<file path="src/rtl/mult_pkg.sv">
// -----------------------------------------------------------------------------
// mult_pkg
// Shared types, widths and the round-robin pick function used by the
// multiplier-sharing scheduler and its arbiter.
//   OPW     : operand width (signed 4-bit)
//   PW      : product width (signed 8-bit)
//   MAX_REQ : widest requester vector rr_pick accepts (requesters 2..8)
//   MAX_IDW : index width matching MAX_REQ
// -----------------------------------------------------------------------------
package mult_pkg;

    localparam int OPW     = 4;
    localparam int PW      = 8;
    localparam int MAX_REQ = 8;
    localparam int MAX_IDW = 3;

    typedef logic signed [OPW-1:0] op_t;
    typedef logic signed [PW-1:0]  prod_t;

    // Returns the first index i with valid[i]=1, searching ptr, ptr+1, ...
    // modulo n. Callers zero-extend narrower vectors; with no valid bit set
    // the result is 0 and the caller must qualify it with |valid.
    function automatic logic [MAX_IDW-1:0] rr_pick(
        input logic [MAX_REQ-1:0] valid,
        input logic [MAX_IDW-1:0] ptr,
        input int                 n
    );
        logic [MAX_IDW-1:0] pick;
        logic               found;
        int                 idx;
        pick  = '0;
        found = 1'b0;
        for (int k = 0; k < MAX_REQ; k++) begin
            idx = int'(ptr) + k;
            // ptr < n and k < n, so one subtraction is enough to wrap.
            if (idx >= n) begin
                idx = idx - n;
            end
            if (!found && (k < n) && valid[idx[MAX_IDW-1:0]]) begin
                pick  = idx[MAX_IDW-1:0];
                found = 1'b1;
            end
        end
        return pick;
    endfunction

endpackage

</file>
<file path="src/rtl/mult_wallace.sv">
// -----------------------------------------------------------------------------
// mult_wallace
// Combinational 4x4 signed multiplier. Partial products are reduced with two
// layers of 3:2 carry-save compressors followed by one carry-propagate add.
//   operand_a    in  4  signed multiplicand
//   operand_b    in  4  signed multiplier
//   result_final out 9  signed product, sign-extended to 9 bits
// -----------------------------------------------------------------------------
module mult_wallace (
    input  logic [3:0] operand_a,
    input  logic [3:0] operand_b,
    output logic [8:0] result_final
);

    logic [8:0] a_ext;
    logic [8:0] pp0, pp1, pp2, pp3n;
    logic [8:0] s1, c1, s2, c2;

    always_comb begin
        a_ext = {{5{operand_a[3]}}, operand_a};
        pp0   = operand_b[0] ? a_ext        : 9'd0;
        pp1   = operand_b[1] ? (a_ext << 1) : 9'd0;
        pp2   = operand_b[2] ? (a_ext << 2) : 9'd0;
        // b[3] carries weight -8: subtract (a << 3) as its inverse plus a
        // carry-in that is folded into the final adder.
        pp3n  = operand_b[3] ? ~(a_ext << 3) : 9'd0;

        s1 = pp0 ^ pp1 ^ pp2;
        c1 = ((pp0 & pp1) | (pp0 & pp2) | (pp1 & pp2)) << 1;
        s2 = s1 ^ c1 ^ pp3n;
        c2 = ((s1 & c1) | (s1 & pp3n) | (c1 & pp3n)) << 1;

        // Everything is modulo 2^9; carries beyond bit 8 are meaningless.
        result_final = s2 + c2 + {8'd0, operand_b[3]};
    end

endmodule

</file>
<file path="src/rtl/rr_arbiter.sv">
// -----------------------------------------------------------------------------
// rr_arbiter
// Purely combinational round-robin grant. The priority pointer lives in the
// parent; this block only searches from it.
//   req       in  NUM_REQ  request vector
//   ptr       in  ID_W     index searched first
//   enable    in  1        when low no grant is issued
//   grant     out NUM_REQ  one-hot grant (all zero when nothing granted)
//   grant_idx out ID_W     binary index of the winner (valid when |grant)
// -----------------------------------------------------------------------------
module rr_arbiter
    import mult_pkg::*;
#(
    parameter  int NUM_REQ = 4,
    localparam int ID_W    = $clog2(NUM_REQ)
) (
    input  logic [NUM_REQ-1:0] req,
    input  logic [ID_W-1:0]    ptr,
    input  logic               enable,
    output logic [NUM_REQ-1:0] grant,
    output logic [ID_W-1:0]    grant_idx
);

    logic [MAX_IDW-1:0] pick;

    always_comb begin
        pick      = rr_pick(MAX_REQ'(req), MAX_IDW'(ptr), NUM_REQ);
        grant_idx = pick[ID_W-1:0];
        grant     = '0;
        if (enable) begin
            // ANDing with req keeps grant zero when no request is present.
            for (int i = 0; i < NUM_REQ; i++) begin
                if (pick == MAX_IDW'(i)) begin
                    grant[i] = req[i];
                end
            end
        end
    end

endmodule

</file>
<file path="src/rtl/mult_share_sched.sv">
// -----------------------------------------------------------------------------
// mult_share_sched
// Shares one combinational 4x4 signed multiplier between NUM_REQ requesters.
// Two-stage pipeline: S1 holds the granted operands, the multiplier sits
// between S1 and S2, S2 holds the product for the response channel.
//
// Handshakes: a transfer happens on a rising edge where valid and ready are
// both high. Requester inputs (req_valid/req_a/req_b) and resp_valid/
// resp_id/resp_product hold steady while valid is high and ready is low on
// the response side; requesters may drop req_valid while not accepted.
//
//   clk          in  1          clock, rising edge
//   rst          in  1          synchronous active-high reset
//   req_valid    in  NUM_REQ    per-requester operand valid
//   req_a        in  NUM_REQ*4  packed signed A operands, [4i+3:4i]
//   req_b        in  NUM_REQ*4  packed signed B operands, [4i+3:4i]
//   req_ready    out NUM_REQ    per-requester accept, at most one high
//   resp_valid   out 1          product valid
//   resp_ready   in  1          downstream accept
//   resp_id      out ID_W       requester that issued the operands
//   resp_product out 8          signed product
//   ops_count    out CNT_W      completed response handshakes (wraps)
// -----------------------------------------------------------------------------
module mult_share_sched
    import mult_pkg::*;
#(
    parameter  int NUM_REQ = 4,
    parameter  int CNT_W   = 16,
    localparam int ID_W    = $clog2(NUM_REQ)
) (
    input  logic                   clk,
    input  logic                   rst,
    input  logic [NUM_REQ-1:0]     req_valid,
    input  logic [NUM_REQ*OPW-1:0] req_a,
    input  logic [NUM_REQ*OPW-1:0] req_b,
    output logic [NUM_REQ-1:0]     req_ready,
    output logic                   resp_valid,
    input  logic                   resp_ready,
    output logic [ID_W-1:0]        resp_id,
    output logic [PW-1:0]          resp_product,
    output logic [CNT_W-1:0]       ops_count
);

    logic [ID_W-1:0]  ptr_q,  ptr_d;
    logic             v1_q,   v1_d;
    op_t              a1_q,   a1_d;
    op_t              b1_q,   b1_d;
    logic [ID_W-1:0]  id1_q,  id1_d;
    logic             v2_q,   v2_d;
    prod_t            prod_q, prod_d;
    logic [ID_W-1:0]  id2_q,  id2_d;
    logic [CNT_W-1:0] cnt_q,  cnt_d;

    logic               advance;
    logic               accept;
    logic [NUM_REQ-1:0] grant;
    logic [ID_W-1:0]    grant_idx;
    logic [8:0]         mult_res;
    logic               unused_mult_msb;

    // The whole pipeline moves together; S2 frees up when it is empty or
    // its content is being taken this cycle.
    assign advance = !v2_q || resp_ready;

    rr_arbiter #(
        .NUM_REQ (NUM_REQ)
    ) u_arb (
        .req       (req_valid),
        .ptr       (ptr_q),
        .enable    (advance && !rst),
        .grant     (grant),
        .grant_idx (grant_idx)
    );

    assign req_ready = grant;
    assign accept    = |grant;

    mult_wallace u_mult (
        .operand_a    (a1_q),
        .operand_b    (b1_q),
        .result_final (mult_res)
    );

    // The 4x4 signed product always fits in 8 bits; bit 8 is only sign.
    assign unused_mult_msb = mult_res[8];

    always_comb begin
        ptr_d  = ptr_q;
        v1_d   = v1_q;
        a1_d   = a1_q;
        b1_d   = b1_q;
        id1_d  = id1_q;
        v2_d   = v2_q;
        prod_d = prod_q;
        id2_d  = id2_q;
        cnt_d  = cnt_q;

        if (advance) begin
            v2_d   = v1_q;
            prod_d = prod_t'(mult_res[PW-1:0]);
            id2_d  = id1_q;
            if (accept) begin
                v1_d  = 1'b1;
                a1_d  = op_t'(req_a[int'(grant_idx)*OPW +: OPW]);
                b1_d  = op_t'(req_b[int'(grant_idx)*OPW +: OPW]);
                id1_d = grant_idx;
                // Explicit wrap so non-power-of-two NUM_REQ stays in range.
                ptr_d = (grant_idx == ID_W'(NUM_REQ - 1)) ? '0
                                                           : grant_idx + ID_W'(1);
            end else begin
                v1_d = 1'b0;
            end
        end

        if (v2_q && resp_ready) begin
            cnt_d = cnt_q + CNT_W'(1);
        end
    end

    always_ff @(posedge clk) begin
        if (rst) begin
            ptr_q  <= '0;
            v1_q   <= 1'b0;
            a1_q   <= '0;
            b1_q   <= '0;
            id1_q  <= '0;
            v2_q   <= 1'b0;
            prod_q <= '0;
            id2_q  <= '0;
            cnt_q  <= '0;
        end else begin
            ptr_q  <= ptr_d;
            v1_q   <= v1_d;
            a1_q   <= a1_d;
            b1_q   <= b1_d;
            id1_q  <= id1_d;
            v2_q   <= v2_d;
            prod_q <= prod_d;
            id2_q  <= id2_d;
            cnt_q  <= cnt_d;
        end
    end

    assign resp_valid   = v2_q;
    assign resp_id      = id2_q;
    assign resp_product = prod_q;
    assign ops_count    = cnt_q;

endmodule

</file>
<file path="config.mk">
export PLATFORM = sky130hd
export DESIGN_NAME = mult_share_sched
export DESIGN_NICKNAME = d
export VERILOG_FILES = /design/src/rtl/mult_pkg.sv /design/src/rtl/mult_wallace.sv /design/src/rtl/rr_arbiter.sv /design/src/rtl/mult_share_sched.sv
export SDC_FILE = /design/constraint.sdc
export NUM_CORES = 1
export LEC_CHECK = 0
export BUFFER_PORTS_ARGS = -buffer_cell sky130_fd_sc_hd__buf_4
export CAP_MARGIN = 25
export CORE_MARGIN = 2
export CORE_UTILIZATION = 45
export CTS_BUF_LIST = sky130_fd_sc_hd__clkbuf_8
export CTS_CLUSTER_DIAMETER = 100
export DETAILED_ROUTE_END_ITERATION = 12
export PLACE_DENSITY = 0.66
export SETUP_SLACK_MARGIN = 0.15
export SLEW_MARGIN = 20
export SYNTH_ARGS = -nofsm -noshare
export SYNTH_HDL_FRONTEND = slang
export SYNTH_SLANG_ARGS = --single-unit
</file>
<file path="constraint.sdc">
create_clock -name clk -period 7.65 [get_ports clk]
set_clock_uncertainty 0.1 [all_clocks]
set_input_delay 1.53 -clock clk [delete_from_list [all_inputs] [get_ports clk]]
set_output_delay 1.53 -clock clk [all_outputs]
set_load 0.01 [all_outputs]
</file>
After elaboration in Yosys (flattened, before gate mapping)
Index checks and enable logic that the tools add are counted.
{"block": "totals", "out_inout_bits": 31, "wordCells": 93, "input_bits": 39, "regBits": 40}
{"block": "op_classes", "reduce_logical": 14, "mux": 30, "n_shift": 2, "n_addsub": 11, "eq_ne": 4, "order_cmp": 8, "bitwise": 15}
{"op": "32-bit by 4-bit greater-or-equal comparator with 1-bit output, second input constant", "n": 3}
{"op": "7-bit AND", "n": 6}
{"op": "8-bit two-way mux", "n": 4}
{"op": "16-bit by 5-bit variable part select with 4-bit output", "n": 2}
{"op": "8-bit bitwise XOR", "n": 4}
{"op": "7-bit OR", "n": 4}
{"op": "3-bit two-way mux", "n": 8}
{"op": "16-bit by 1-bit adder with 16-bit output, second input constant", "n": 1}
{"op": "3-bit by 4-bit < comparator with 1-bit output, second input constant", "n": 4}
{"op": "1-bit binary-select mux with 3-bit select", "n": 4}
{"op": "1-bit two-way mux", "n": 12}
{"op": "3-bit subtractor, second input constant", "n": 3}
{"op": "8-bit by 1-bit adder with 8-bit output", "n": 1}
{"op": "8-bit adder", "n": 1}
{"op": "8-bit NOT", "n": 1}
{"op": "2-bit by 2-bit adder with 3-bit output, second input constant", "n": 2}
{"op": "3-bit by 2-bit == test with 1-bit output, second input constant", "n": 2}
{"op": "1-bit logical AND", "n": 5}
{"op": "1-bit zero test", "n": 5}
{"op": "4-bit two-way mux", "n": 1}
{"op": "4-bit OR reduction", "n": 1}
{"op": "2-bit by 1-bit adder with 3-bit output, second input constant", "n": 1}
{"op": "3-bit by 1-bit == test with 1-bit output, second input constant", "n": 1}
{"op": "2-bit by 3-bit greater-or-equal comparator with 1-bit output, second input constant", "n": 1}
{"op": "other kinds (7)", "n": 7}

Longest topological paths before layout
Gate-level depths: netlist (run 1).
{"block": "depth", "word_depth": 19, "mapped_depth": 19, "mapped_depth_nobuf": 14}

Hierarchy
From an unflattened synthesis (run 1), not the netlist that was laid out.
{"block": "unflattened", "hier_cells": 325, "area_unflattened_um2": 2865.2}
{"mod": "mult_share_sched", "cells_per_inst": 199, "seq_area_each_um2": 800.8, "area_each_um2": 1759.2, "n_inst": 1}
{"mod": "mult_wallace", "cells_per_inst": 78, "seq_area_each_um2": 0.0, "area_each_um2": 666.9, "n_inst": 1}
{"mod": "rr_arbiter", "cells_per_inst": 48, "seq_area_each_um2": 0.0, "area_each_um2": 439.2, "n_inst": 1}

Worst setup path before layout (run 1)
No wires, ideal clock.
{"block": "synth_timing", "path_kind": "input to output", "from": "input req_valid[1]", "to": "output req_ready[1]", "setup_slack_ps": 2767, "cell_stages": 10, "required_time_ps": 6020, "arrival_time_ps": 3253, "path_buffers": 2, "cell_sequence": "buf_2 -> mux4_2 -> o211a_1 -> o21ai_1 -> a32oi_4 -> buf_6 -> inv_1 -> ha_1 -> nand2_1 -> nor2_1"}
{"block": "synth_via", "elab_chain_len": 15, "elab_cells_between_ends": 24, "cone_classes": "eq/ne (1); mux (17); reduce/logical (6)"}
{"item": "from (decl)", "line_no": "mult_share_sched.sv:33", "source": "input logic [NUM_REQ-1:0] req_valid,"}
{"item": "1-bit binary-select mux with 3-bit select", "line_no": "mult_pkg.sv:39", "source": "if (!found && (k < n) && valid[idx[MAX_IDW-1:0]]) begin"}
{"item": "1-bit two-way mux (implied by the code)", "line_no": "mult_pkg.sv:39"}
{"item": "1-bit two-way mux", "line_no": "mult_pkg.sv:39"}
{"item": "1-bit zero test", "line_no": "mult_pkg.sv:39"}
{"item": "1-bit logical AND", "line_no": "mult_pkg.sv:39"}
{"item": "1-bit two-way mux", "line_no": "mult_pkg.sv:39"}
{"item": "1-bit zero test", "line_no": "mult_pkg.sv:39"}
{"item": "1-bit logical AND", "line_no": "mult_pkg.sv:39"}
{"item": "1-bit two-way mux", "line_no": "mult_pkg.sv:39"}
{"item": "1-bit zero test", "line_no": "mult_pkg.sv:39"}
{"item": "1-bit logical AND", "line_no": "mult_pkg.sv:39"}
{"item": "3-bit two-way mux (*)", "line_no": "mult_pkg.sv:39"}
{"item": "named net grant_idx[1]", "line_no": "mult_share_sched.sv:57", "source": "logic [ID_W-1:0] grant_idx;"}
{"item": "3-bit by 1-bit == test with 1-bit output (*)", "line_no": "rr_arbiter.sv:33", "source": "if (pick == MAX_IDW'(i)) begin"}
{"item": "1-bit two-way mux (*)", "line_no": "rr_arbiter.sv:33"}
{"item": "4-bit two-way mux (*)", "line_no": "rr_arbiter.sv:30", "source": "if (enable) begin"}
{"item": "to (decl)", "line_no": "mult_share_sched.sv:36", "source": "output logic [NUM_REQ-1:0] req_ready,"}
Mark *: on every way through the listed nets, which the timed path passes. The rest lies on a longest branch. The select of a mux whose other input is x is not followed.

Worst setup path in the final report (run 1)
{"block": "layout_timing", "from": "register ptr_q[0]", "to": "output req_ready[2]"}
{"block": "layout_via", "elab_chain_len": 17, "elab_cells_between_ends": 39, "cone_classes": "add/sub (7); order compare (4); eq/ne (1); mux (21); reduce/logical (6)"}
{"item": "from (decl)", "line_no": "mult_share_sched.sv:44", "source": "logic [ID_W-1:0] ptr_q, ptr_d;"}
{"item": "from (signal assigned)", "line_no": "mult_share_sched.sv:132", "source": "ptr_q <= ptr_d;"}
{"item": "parallel branches: the longest is 13 deep, another holds 32-bit by 4-bit greater-or-equal comparator with 1-bit output"}
{"item": "3-bit two-way mux (*)", "line_no": "mult_pkg.sv:39"}
{"item": "3-bit by 2-bit == test with 1-bit output (*)", "line_no": "rr_arbiter.sv:33"}
{"item": "1-bit two-way mux (*)", "line_no": "rr_arbiter.sv:33"}
{"item": "4-bit two-way mux (*)", "line_no": "rr_arbiter.sv:30"}
Mark *: on every way between the ends. The select of a mux whose other input is x is not followed.

==> metrics.md, run 1 <==
| Metric | Value |
|---|---|
| Final Total Pwr | `1.05 mW` |
| FMAX | `0.183 GHz` |
| Status | `finished clean` |
| Cell Rows | `30` |
| Fin crit period | `5.48 ns` |
| Final period util | `71.6%` |
| Initial antenna violation count | `0` |
| Placer Congestion | `0.816` |
| Initial core utilization | `45.7%` |
| Max incr delay on CP | `0.82 ns` |
| Most used cell, CP | `ha_1` |
| Clock transition at path regs | `0.08 ns` |
| Boundary pin count | `70` |
| Count leader, synth | `nand2_1` |
| Arrival time at the worst endpoint | `3.85 ns` |
| Clk root buf | `clkbuf_8` |
| Synth Cell Area | `3050 um2` |
| Hold Buf Count CTS | `0` |
| Post-Synthesis Cells | `355` |
| DRT Wirelength | `6920 um` |
| Largest net degree at the start of global routing | `42` |
| Crit end category | `output port` |
| Core box area | `6680 um2` |
| PD cells | `288 nW/um2` |
| Fraction of layout cells with a size suffix above 1 | `23.1%` |
| Crit-path max FO | `18` |
| Final hold slack | `0.360 ns` |
| WS Path Type | `flip-flop to output port` |
| Synth cell types | `60` |
| Synth top cells by count | `nand2_1 (43), dfxtp_1 (40), nor2_1 (40)` |
| Worst min-delay path category | `flip-flop to flip-flop` |
| Routed vias/inst | `5.46` |
| Wire per inst | `14.1 um` |
| Mapped Avg Cell Area | `8.60 um2` |
| Final setup vio count | `0` |
| Maximum root-to-sink buffer count | `2` |
| TritonCTS buffer count | `5` |
| Main synth FF type | `dfxtp_1` |
| Fill cell count | `645` |
| Port buffer count | `69` |
| Die Area | `7460 um2` |
| Synth area leader | `dfxtp_1` |
| Largest cells by area after synthesis | `dfxtp_1 (26%), ha_1 (7.4%), nand2_1 (5.3%), nor2_1 (4.9%), fa_1 (4.6%)` |
| H-tree levels | `2` |
| Top cell type's share of synthesized area | `26.2%` |
| Worst-margin pin slew | `0.773 ns` |
| Max rail drop VDD | `0.125 mV` |
| Post-CTS Resized | `0` |
| Final slew viol count | `0` |
| Drt pass-1 iters | `4` |
| DR DRC count | `0` |
| Yosys warning total | `0` |
| Ant. Diodes | `0` |
| Vias | `2682` |
| Gr usage total | `18.9%` |
| Clk sinks | `40` |
| Ys async rst share | `0%` |
| GR Overflow Total | `0` |
| Chip width | `86.4 um` |
| Register bit total from synthesis | `40` |
| First-pass GRT wire length | `11600 um` |
| Post-CTS Setup Inserts | `0` |
| Clock Latency Late Sink | `0.29 ns` |
| Max-slew headroom | `48.5%` |
| Cells along the critical path | `inv_4, ha_1, mux2_4, a31oi_4, a21boi_2, inv_1, ha_1, nand2_1, nor2_1, buf_4` |
| Final net count | `475` |
| Max-Cap Viols | `0` |
| Vias in the first global route | `2473` |
| DP HPWL | `5330 um` |
| Synthesized Nets | `419` |
| Post-synth EDFFs | `0` |
| Die outline height | `86.4 um` |
| Final antenna-violating net count | `0` |
| Critical Path Slowest Stage Cell | `dfxtp_1` |
| Unrepaired setup endpoints after global routing | `no` |
| Area grow syn2layout | `18.9%` |
| Hold Fails Final Rpt | `0` |
| Startpoint types | `flip-flop` |
| Worst EP required | `6.02 ns` |
| DR iter-0 viols | `117` |
| Register area share after synthesis | `26.2%` |
| Setup TNS Final | `0 ns` |
| CTS tree | `done` |
| LEAKAGE | `1.56 nW` |
## cell type report
cell class / instances / area [um2] / share of cell area (%)
inverter: 21 / 81.3 / 2.24
clock inverter: 2 / 12.5 / 0.344
sequential: 40 / 801 / 22.0
clock buffer: 5 / 68.8 / 1.89
multi-input combinational: 274 / 2050 / 56.5
tap: 80 / 100 / 2.76
timing repair buffer: 69 / 518 / 14.3
## cells by family (layout without fill, tap and decap cells)
family	count (synthesis)	in the layout	share of synthesized area, %
compound gates	79	79	20.2
xor+xnor	20	20	5.74
fa+ha+maj	25	25	12.0
buf+inv	41	97	6.64
flops	40	40	26.2
mux	23	23	9.71
simple gates	127	127	19.5
## state kept, by name (all words and copies together), names as in the netlist
| name | count |
|---|---|
| ops_count | 16 |
| resp_product | 8 |
| a1_q | 4 |
| b1_q | 4 |
| id1_q | 2 |
| ptr_q | 2 |
| resp_id | 2 |
| resp_valid | 1 |
| v1_q | 1 |
## where the power goes
part	total, mW	switching, mW	leakage (nW)	internal [mW]
registers	0.293	0.0473	0.326	0.246
logic	0.618	0.348	1.20	0.271
clock network	0.136	0.0739	0.0400	0.0618
## routing by layer
metal	global-route usage, %	vias to the layer above	wire [um]
li1	-	1363	-
met1	25.9	1274	3210
met2	31.3	36	3420
met3	2.76	9	193
met4	5.11	0	99
met5	0	-	0
## cell usage in the layout, fill, tap and decap left out, types with 3 or more instances in the layout
cell | Yosys | layout
o22ai_1 | 6 | 6
fa_1 | 7 | 7
inv_1 | 20 | 20
a211oi_1 | 4 | 4
o311ai_1 | 6 | 6
nor3b_1 | 3 | 3
xnor2_1 | 8 | 8
and3_1 | 5 | 5
a2111o_1 | 7 | 7
nand2_1 | 43 | 43
xor2_1 | 12 | 12
mux2_1 | 6 | 6
nand3_1 | 8 | 8
nor2b_1 | 3 | 3
nand4_1 | 6 | 6
or3_1 | 4 | 4
mux2i_1 | 9 | 9
nand2b_1 | 3 | 3
a21oi_1 | 22 | 22
nor2_1 | 40 | 40
buf_4 | 2 | 69
and2_1 | 3 | 3
ha_1 | 18 | 18
nor3_1 | 3 | 3
dfxtp_1 | 40 | 40
o21ai_0 | 6 | 6
mux2_2 | 3 | 3
clkbuf_8 | 0 | 5
## path summary, 6_finish.rpt
check / endpoint / slack (ns) / cells past startpoint / start
worst max-delay path: req_ready[2] / 2.17 / 10 / ptr_q[0]
worst min-delay path: resp_id[1] / 0.36 / 2 / resp_id[1]
worst max register to register: a1_q[0] / 2.72 / 13 / ptr_q[0]
worst min register to register: resp_id[1] / 0.36 / 2 / resp_id[1]
## through the flow
step                util, %  cells  cell area [um2]  setup WS [ns]
floorplan                 -    355             3050           2.77
detailed placement     53.1    484             3550           2.45
CTS                    54.4    491             3630           2.18
global route           54.4    491             3630           1.91
global placement       53.1    484             3550           2.51
finish                 54.4    491             3630           2.17
## worst max-delay path: cells and delay by family, from the launching register on
| kind | cells | cell delay [ns] |
|---|---|---|
| mux | 1 | 0.37 |
| flops | 1 | 0.82 |
| buf+inv | 3 | 0.52 |
| compound gates | 2 | 0.90 |
| simple gates | 2 | 0.12 |
| fa+ha+maj | 2 | 0.81 |
Power figures use the tool's default switching activity.
==> inputs of run 2 (changes only) <==
- clock period: 7.65 -> 5.6 ns (I/O delays scaled with it)
==> run 2 against run 1 <==
Against the previous run:
- register-to-register slack worse by 1.9 ns
- clock power is 35% higher
- count of clock-buffer cells in the layout stayed put
==> metrics.md, run 2 (synthesis gave the netlist of run 1 again) <==
| Metric | Value |
|---|---|
| Fraction of layout cells with a size suffix above 1 | `23.1% (unchanged)` |
| Crit end category | `output port` |
| Vias | `2703 (+0.78%)` |
| Final slew viol count | `0 (unchanged)` |
| TritonCTS buffer count | `5 (unchanged)` |
| Boundary pin count | `70 (unchanged)` |
| Final setup vio count | `0 (unchanged)` |
| Unrepaired setup endpoints after global routing | `no` |
| Startpoint types | `flip-flop` |
| Max-Cap Viols | `0 (unchanged)` |
| DP Worst Slack | `0.826 ns (-1.63 ns)` |
| WS Path Type | `flip-flop to output port` |
| Hold Fails Final Rpt | `0 (unchanged)` |
| Fin crit period | `5.05 ns` |
| DP HPWL | `5360 um (+0.54%)` |
| Critical Path Slowest Stage Cell | `dfxtp_1` |
| Area occupied by multi-input gates | `2050 um2 (unchanged)` |
| Crit-path max FO | `20 (+2)` |
| H-tree levels | `2 (unchanged)` |
| Routed vias/inst | `5.51 (+0.78%)` |
| Arrival time at the worst endpoint | `3.83 ns (-0.02 ns)` |
| Cell Rows | `30 (unchanged)` |
| Final antenna-violating net count | `0 (unchanged)` |
| Status | `finished clean` |
| Post-CTS Resized | `0 (unchanged)` |
| Final Total Pwr | `1.42 mW (+36%)` |
| Hold Buf Count CTS | `0 (unchanged)` |
| DR iter-0 viols | `112 (-4.3%)` |
| Die Area | `7460 um2 (unchanged)` |
| Post-CTS Setup Inserts | `0 (unchanged)` |
| Core box area | `6680 um2 (unchanged)` |
| Number of flip-flops in the largest register | `16 (unchanged)` |
| Placer Congestion | `0.818 (+0.31%)` |
| Clk root buf | `clkbuf_8` |
| FF+latch area | `801 um2 (unchanged)` |
| Largest net degree at the start of global routing | `42 (unchanged)` |
| LEAKAGE | `1.56 nW (unchanged)` |
| Initial antenna violation count | `0 (unchanged)` |
| Worst EP required | `4.38 ns (-1.64 ns)` |
| Wire per inst | `14.1 um (+0.35%)` |
| Chip width | `86.4 um (unchanged)` |
| DRT Wirelength | `6940 um (+0.35%)` |
| Commonest cells after routing, fill and taps aside | `buf_4 (69), nand2_1 (43), nor2_1 (40), dfxtp_1 (40), a21oi_1 (22)` |
| Cells along the critical path | `inv_4, ha_1, mux2_2, mux2i_4, o21ai_1, a32oi_4, inv_1, ha_1, nand2_1, nor2_1, buf_4` |
| Most used cell, CP | `ha_1` |
| Initial core utilization | `45.7% (unchanged)` |
| DR DRC count | `0 (unchanged)` |
| Placed instance area | `3550 um2 (unchanged)` |
| Vias in the first global route | `2565 (+3.7%)` |
| Drt pass-1 iters | `5 (+1)` |
| PD cells | `391 nW/um2 (+36%)` |
| Flop-to-flop setup slack | `0.82 ns (-1.90 ns)` |
| Max-slew headroom | `48.0% (-0.46 points)` |
| Worst-margin pin slew | `0.778 ns (+0.00537 ns)` |
| Max incr delay on CP | `0.81 ns (about the same)` |
| Final net count | `475 (unchanged)` |
| GR Overflow Total | `0 (unchanged)` |
| Port buffer count | `69 (unchanged)` |
| Final period util | `90.2%` |
| Worst min-delay path category | `flip-flop to flip-flop` |
| CTS tree | `done` |
| Final design utilization | `54.4% (unchanged)` |
| Ant. Diodes | `0 (unchanged)` |
| Setup slack after layout | `0.551 ns (-1.62 ns)` |
| Fill cell count | `641 (-0.62%)` |
| Gr usage total | `19.6% (+0.63 points)` |
| Post-route cell area | `3630 um2 (unchanged)` |
| FMAX | `0.198 GHz` |
| Maximum root-to-sink buffer count | `2 (unchanged)` |
| Setup TNS Final | `0 ns (unchanged)` |
| Clock transition at path regs | `0.08 ns (about the same)` |
| Area grow syn2layout | `18.9% (unchanged)` |
| Max rail drop VDD | `0.181 mV (+45%)` |
| First-pass GRT wire length | `12000 um (+3.8%)` |
| Die outline height | `86.4 um (unchanged)` |
| Most common cell after layout, fill and taps aside | `buf_4` |
| Clk sinks | `40 (unchanged)` |
| Clock Latency Late Sink | `0.29 ns (about the same)` |
==> run 2: worst max-delay path, delay by kind of cell (launching register included) <==
family / cells / cell delay [ns]
AOI/OAI and AO/OA: 2 / 0.70
muxes: 2 / 0.65
adders and majority gates: 2 / 0.77
DFF: 1 / 0.81
buffers and inverters: 3 / 0.48
and+or+nand+nor: 2 / 0.12
==> run 2: per-layer routing <==
metal	share of wire, %	global-route usage (%)	vias up
li1	-	-	1368
met1	46	26.7	1274
met2	49	32.4	55
met3	3.7	3.52	6
met4	0.89	4.40	0
met5	0	0	-
==> run 2: path summary, 6_finish.rpt <==
path,start,end,cells after the start
max reg2reg,ptr_q[0],a1_q[0],13
min reg2reg,id1_q[1],resp_id[1],2
max,ptr_q[0],req_ready[1],11
min,id1_q[1],resp_id[1],2
==> run 2: layout make-up <==
cell class,count,share of cell area [%]
Clock inverter,2,0.344
Inverter,21,2.24
Clock buffer,5,1.89
Tap cell,80,2.76
Sequential cell,40,22.0
Timing Repair Buffer,69,14.3
Multi-Input combinational cell,274,56.5
==> run 2: metrics by stage <==
| stage | hold slack [ns] | std cells |
|---|---|---|
| floorplan | 0.337 | 355 |
| global placement | 0.345 | 484 |
| detailed placement | 0.349 | 484 |
| CTS | 0.355 | 491 |
| global route | 0.385 | 491 |
| finish | 0.352 | 491 |
==> run 2: power by group <==
| part | total (mW) | leakage, nW | internal [mW] | switching, mW |
|---|---|---|---|---|
| sequential | 0.402 | 0.326 | 0.336 | 0.0661 |
| combinational | 0.836 | 1.20 | 0.368 | 0.467 |
| clock | 0.183 | 0.0400 | 0.0844 | 0.0984 |
| total | 1.42 | 1.56 | 0.789 | 0.632 |
==> inputs of run 3 (changes only) <==
- ABC_AREA: default -> 1
- CORE_ASPECT_RATIO: default -> 2
- PLACE_DENSITY: 0.66 -> 0.67
==> run 3 against run 2 <==
Against the previous run:
- die area shrank 1.7%
- first-iteration DRC count rose by 42%
- utilization up 2.0 points
- critical path depth is 3 higher
- sequential share of layout area decreased by 0.23 points
- sequential power rose by 5.5%
- via count rose by 6.7%
- total power up 25%
- non-clock buffer count is 1 higher
- largest cell class unchanged
- largest power group unchanged
- highest routed layer unchanged
==> metrics.md, run 3 <==
| Metric | Value |
|---|---|
| Hold Buf Count CTS | `0 (unchanged)` |
| LEAKAGE | `2.12 nW (+36%)` |
| Synthesized Nets | `527 (+26%)` |
| Placer Congestion | `0.825 (+0.79%)` |
| CP top delay family | `simple AND/OR/NAND/NOR gates` |
| Startpoint types | `flip-flop` |
| Post-CTS Resized | `0 (unchanged)` |
| Ys async rst share | `0% (unchanged)` |
| Synth top cells by count | `nand2_1 (100), inv_1 (98), nand3_1 (52)` |
| PD cells | `483 nW/um2 (+23%)` |
| Port buffer count | `69 (unchanged)` |
| WS Path Type | `flip-flop to output port` |
| Largest net degree at the start of global routing | `32 (-24%)` |
| Gate power share | `62.6% (+3.8 points)` |
| Area grow syn2layout | `23.1%` |
| Cell Rows | `42 (+40%)` |
| Final slew viol count | `0 (unchanged)` |
| Boundary pin count | `70 (unchanged)` |
| Final setup vio count | `0 (unchanged)` |
| TritonCTS buffer count | `5 (unchanged)` |
| Final period util | `78.0% (-12 points)` |
| Crit end category | `output port` |
| Synth Cell Area | `2980 um2 (-2.4%)` |
| Synth area leader | `dfxtp_1` |
| Core box area | `6520 um2 (-2.5%)` |
| Status | `finished clean` |
| CTS tree | `done` |
| Worst min-delay path category | `flip-flop to flip-flop` |
| Clock Latency Late Sink | `0.30 ns (about the same)` |
| Fraction of layout cells with a size suffix above 1 | `18.3% (-4.8 points)` |
| Max incr delay on CP | `0.50 ns (-0.31 ns)` |
| Die Area | `7330 um2 (-1.7%)` |
| Vias | `2883 (+6.7%)` |
| Register area share after synthesis | `26.9% (+0.64 points)` |
| Final net count | `593 (+25%)` |
| Worst EP required | `4.38 ns (about the same)` |
| Fin crit period | `4.37 ns (-0.682 ns)` |
| Register bit total from synthesis | `40 (unchanged)` |
| Post-synth EDFFs | `0 (unchanged)` |
| Placed Cells | `610 (+26%)` |
| DP Worst Slack | `1.23 ns (+0.406 ns)` |
| FMAX | `0.229 GHz (+16%)` |
| Cell Count, Final, Fillers Out | `618 (+26%)` |
| Clk sinks | `40 (unchanged)` |
| Commonest cells after routing, fill and taps aside | `nand2_1 (100), inv_1 (98), buf_4 (70), nand3_1 (52), dfxtp_1 (40)` |
| Post-Synthesis Cells | `463 (+30%)` |
| Max rail drop VDD | `0.215 mV (+19%)` |
| Final antenna-violating net count | `0 (unchanged)` |
| DR iter-0 viols | `159 (+42%)` |
| Post-CTS Setup Inserts | `0 (unchanged)` |
| Critical Path Slowest Stage Cell | `dfxtp_1` |
| Number of flip-flops in the largest register | `16 (unchanged)` |
| Most common cell after layout, fill and taps aside | `nand2_1` |
| Crit-path max FO | `19 (-5.0%)` |
| Chip width | `61.6 um (-29%)` |
| First-pass GRT wire length | `11000 um (-8.6%)` |
| Yosys warning total | `0 (unchanged)` |
| DRT Wirelength | `6160 um (-11%)` |
| Wire per inst | `9.97 um (-29%)` |
| Main synth FF type | `dfxtp_1` |
| Largest cells by area after synthesis | `dfxtp_1 (27%), nand2_1 (13%), inv_1 (12%), nand3_1 (8.7%), ha_1 (7.6%)` |
| Clk pwr share | `13.5% (+0.6 points)` |
| Hold Fails Final Rpt | `0 (unchanged)` |
| Clock transition at path regs | `0.09 ns (about the same)` |
| Gr usage total | `18.4% (-1.2 points)` |
| Psw | `0.868 mW (+37%)` |
| Initial antenna violation count | `0 (unchanged)` |
| Clk root buf | `clkbuf_8` |
| Max-Cap Viols | `0 (unchanged)` |
| Drt pass-1 iters | `4 (-1)` |
| Cells along the critical path | `inv_2, ha_1, nand3_1, nand2_1, nor2_1, nand4_2, nand2_4, inv_2, ha_1, nand2_1, nor2_1, nand2_1, inv_1, buf_4` |
| Crit path buffers/inverters | `4 (+1)` |
| Worst-margin pin slew | `0.659 ns (-0.119 ns)` |
| Synth cell types | `35 (-42%)` |
| Vias in the first global route | `2657 (+3.6%)` |
| GR Overflow Total | `0 (unchanged)` |
| Top cell type's share of synthesized area | `26.9% (+0.64 points)` |
| Maximum root-to-sink buffer count | `2 (unchanged)` |
| Setup TNS Final | `0 ns (unchanged)` |
| Unrepaired setup endpoints after global routing | `no` |
| Routed vias/inst | `4.67 (-15%)` |
| Initial core utilization | `45.8% (about the same)` |
| Mapped Avg Cell Area | `6.44 um2 (-25%)` |
| Arrival time at the worst endpoint | `3.15 ns (-0.68 ns)` |
| Die outline height | `119 um (+38%)` |
| Ant. Diodes | `0 (unchanged)` |
| Count leader, synth | `nand2_1` |
| DP HPWL | `4880 um (-8.9%)` |
| Flop pwr share | `23.9% (-4.4 points)` |
| Most used cell, CP | `nand2_1` |
| DR DRC count | `0 (unchanged)` |
| Pint | `0.903 mW (+14%)` |
| H-tree levels | `2 (unchanged)` |
| Sw Share | `49.0% (+4.6 points)` |
| Max-slew headroom | `56.0% (+8.0 points)` |
| Setup slack after layout | `1.23 ns (+0.682 ns)` |
## run 3: cells by family after synthesis
family          count (synthesis)  share of synthesized area (%)
simple gates                  212                           31.5
fa+ha+maj                      25                           12.3
buf+inv                       113                           14.9
flops                          40                           26.9
xor+xnor                       10                           2.94
compound gates                 63                           11.5
## run 3: power groups by stage
stage               clock network, mW  registers (mW)  logic [mW]
CTS                             0.247           0.424        1.13
global route                    0.259           0.436        1.29
detailed placement                  0           0.429        1.12
floorplan                           0           0.424       0.913
global placement                    0           0.431        1.11
finish                          0.239           0.424        1.11
## run 3: tightest hold or removal path, cell delays in order (launching register included)
cell	delay (ns)
dfxtp_1	0.30
inv_1	0.06
a21oi_1	0.06
## run 3: cell type report
type	count	area (um2)
fill	738	2850
multi-input combinational	310	1740
sequential	40	801
timing repair buffer	70	526
inverter	102	383
tap	88	110
clock buffer	5	68.8
clock inverter	3	47.5
## run 3: worst paths after layout
kind | from | depth (start not counted) | to | slack [ns]
max reg2reg | ptr_q[0] | 17 | b1_q[1] | 1.74
min | v1_q | 2 | resp_valid | 0.36
max | ptr_q[0] | 14 | req_ready[0] | 1.23
min reg2reg | v1_q | 2 | resp_valid | 0.36
## run 3: stage by stage
stage | power (mW) | hold WS, ns | cell area, um2 | util, %
6_report | 1.77 | 0.358 | 3670 | 56.3
5_1_grt | 1.98 | 0.385 | 3670 | 56.3
4_1_cts | 1.80 | 0.363 | 3670 | 56.3
3_5_place_dp | 1.55 | 0.364 | 3550 | 54.6
3_3_place_gp | 1.54 | 0.364 | 3550 | 54.6
2_1_floorplan | 1.34 | 0.336 | 2980 | -
## run 3: metal layers
layer	GRT usage (%)	routed length, um	vias to the layer above
met4	4.39	64	0
met2	32.2	3090	45
met5	0	0	-
li1	-	-	1563
met3	2.61	233	6
met1	22.8	2780	1269
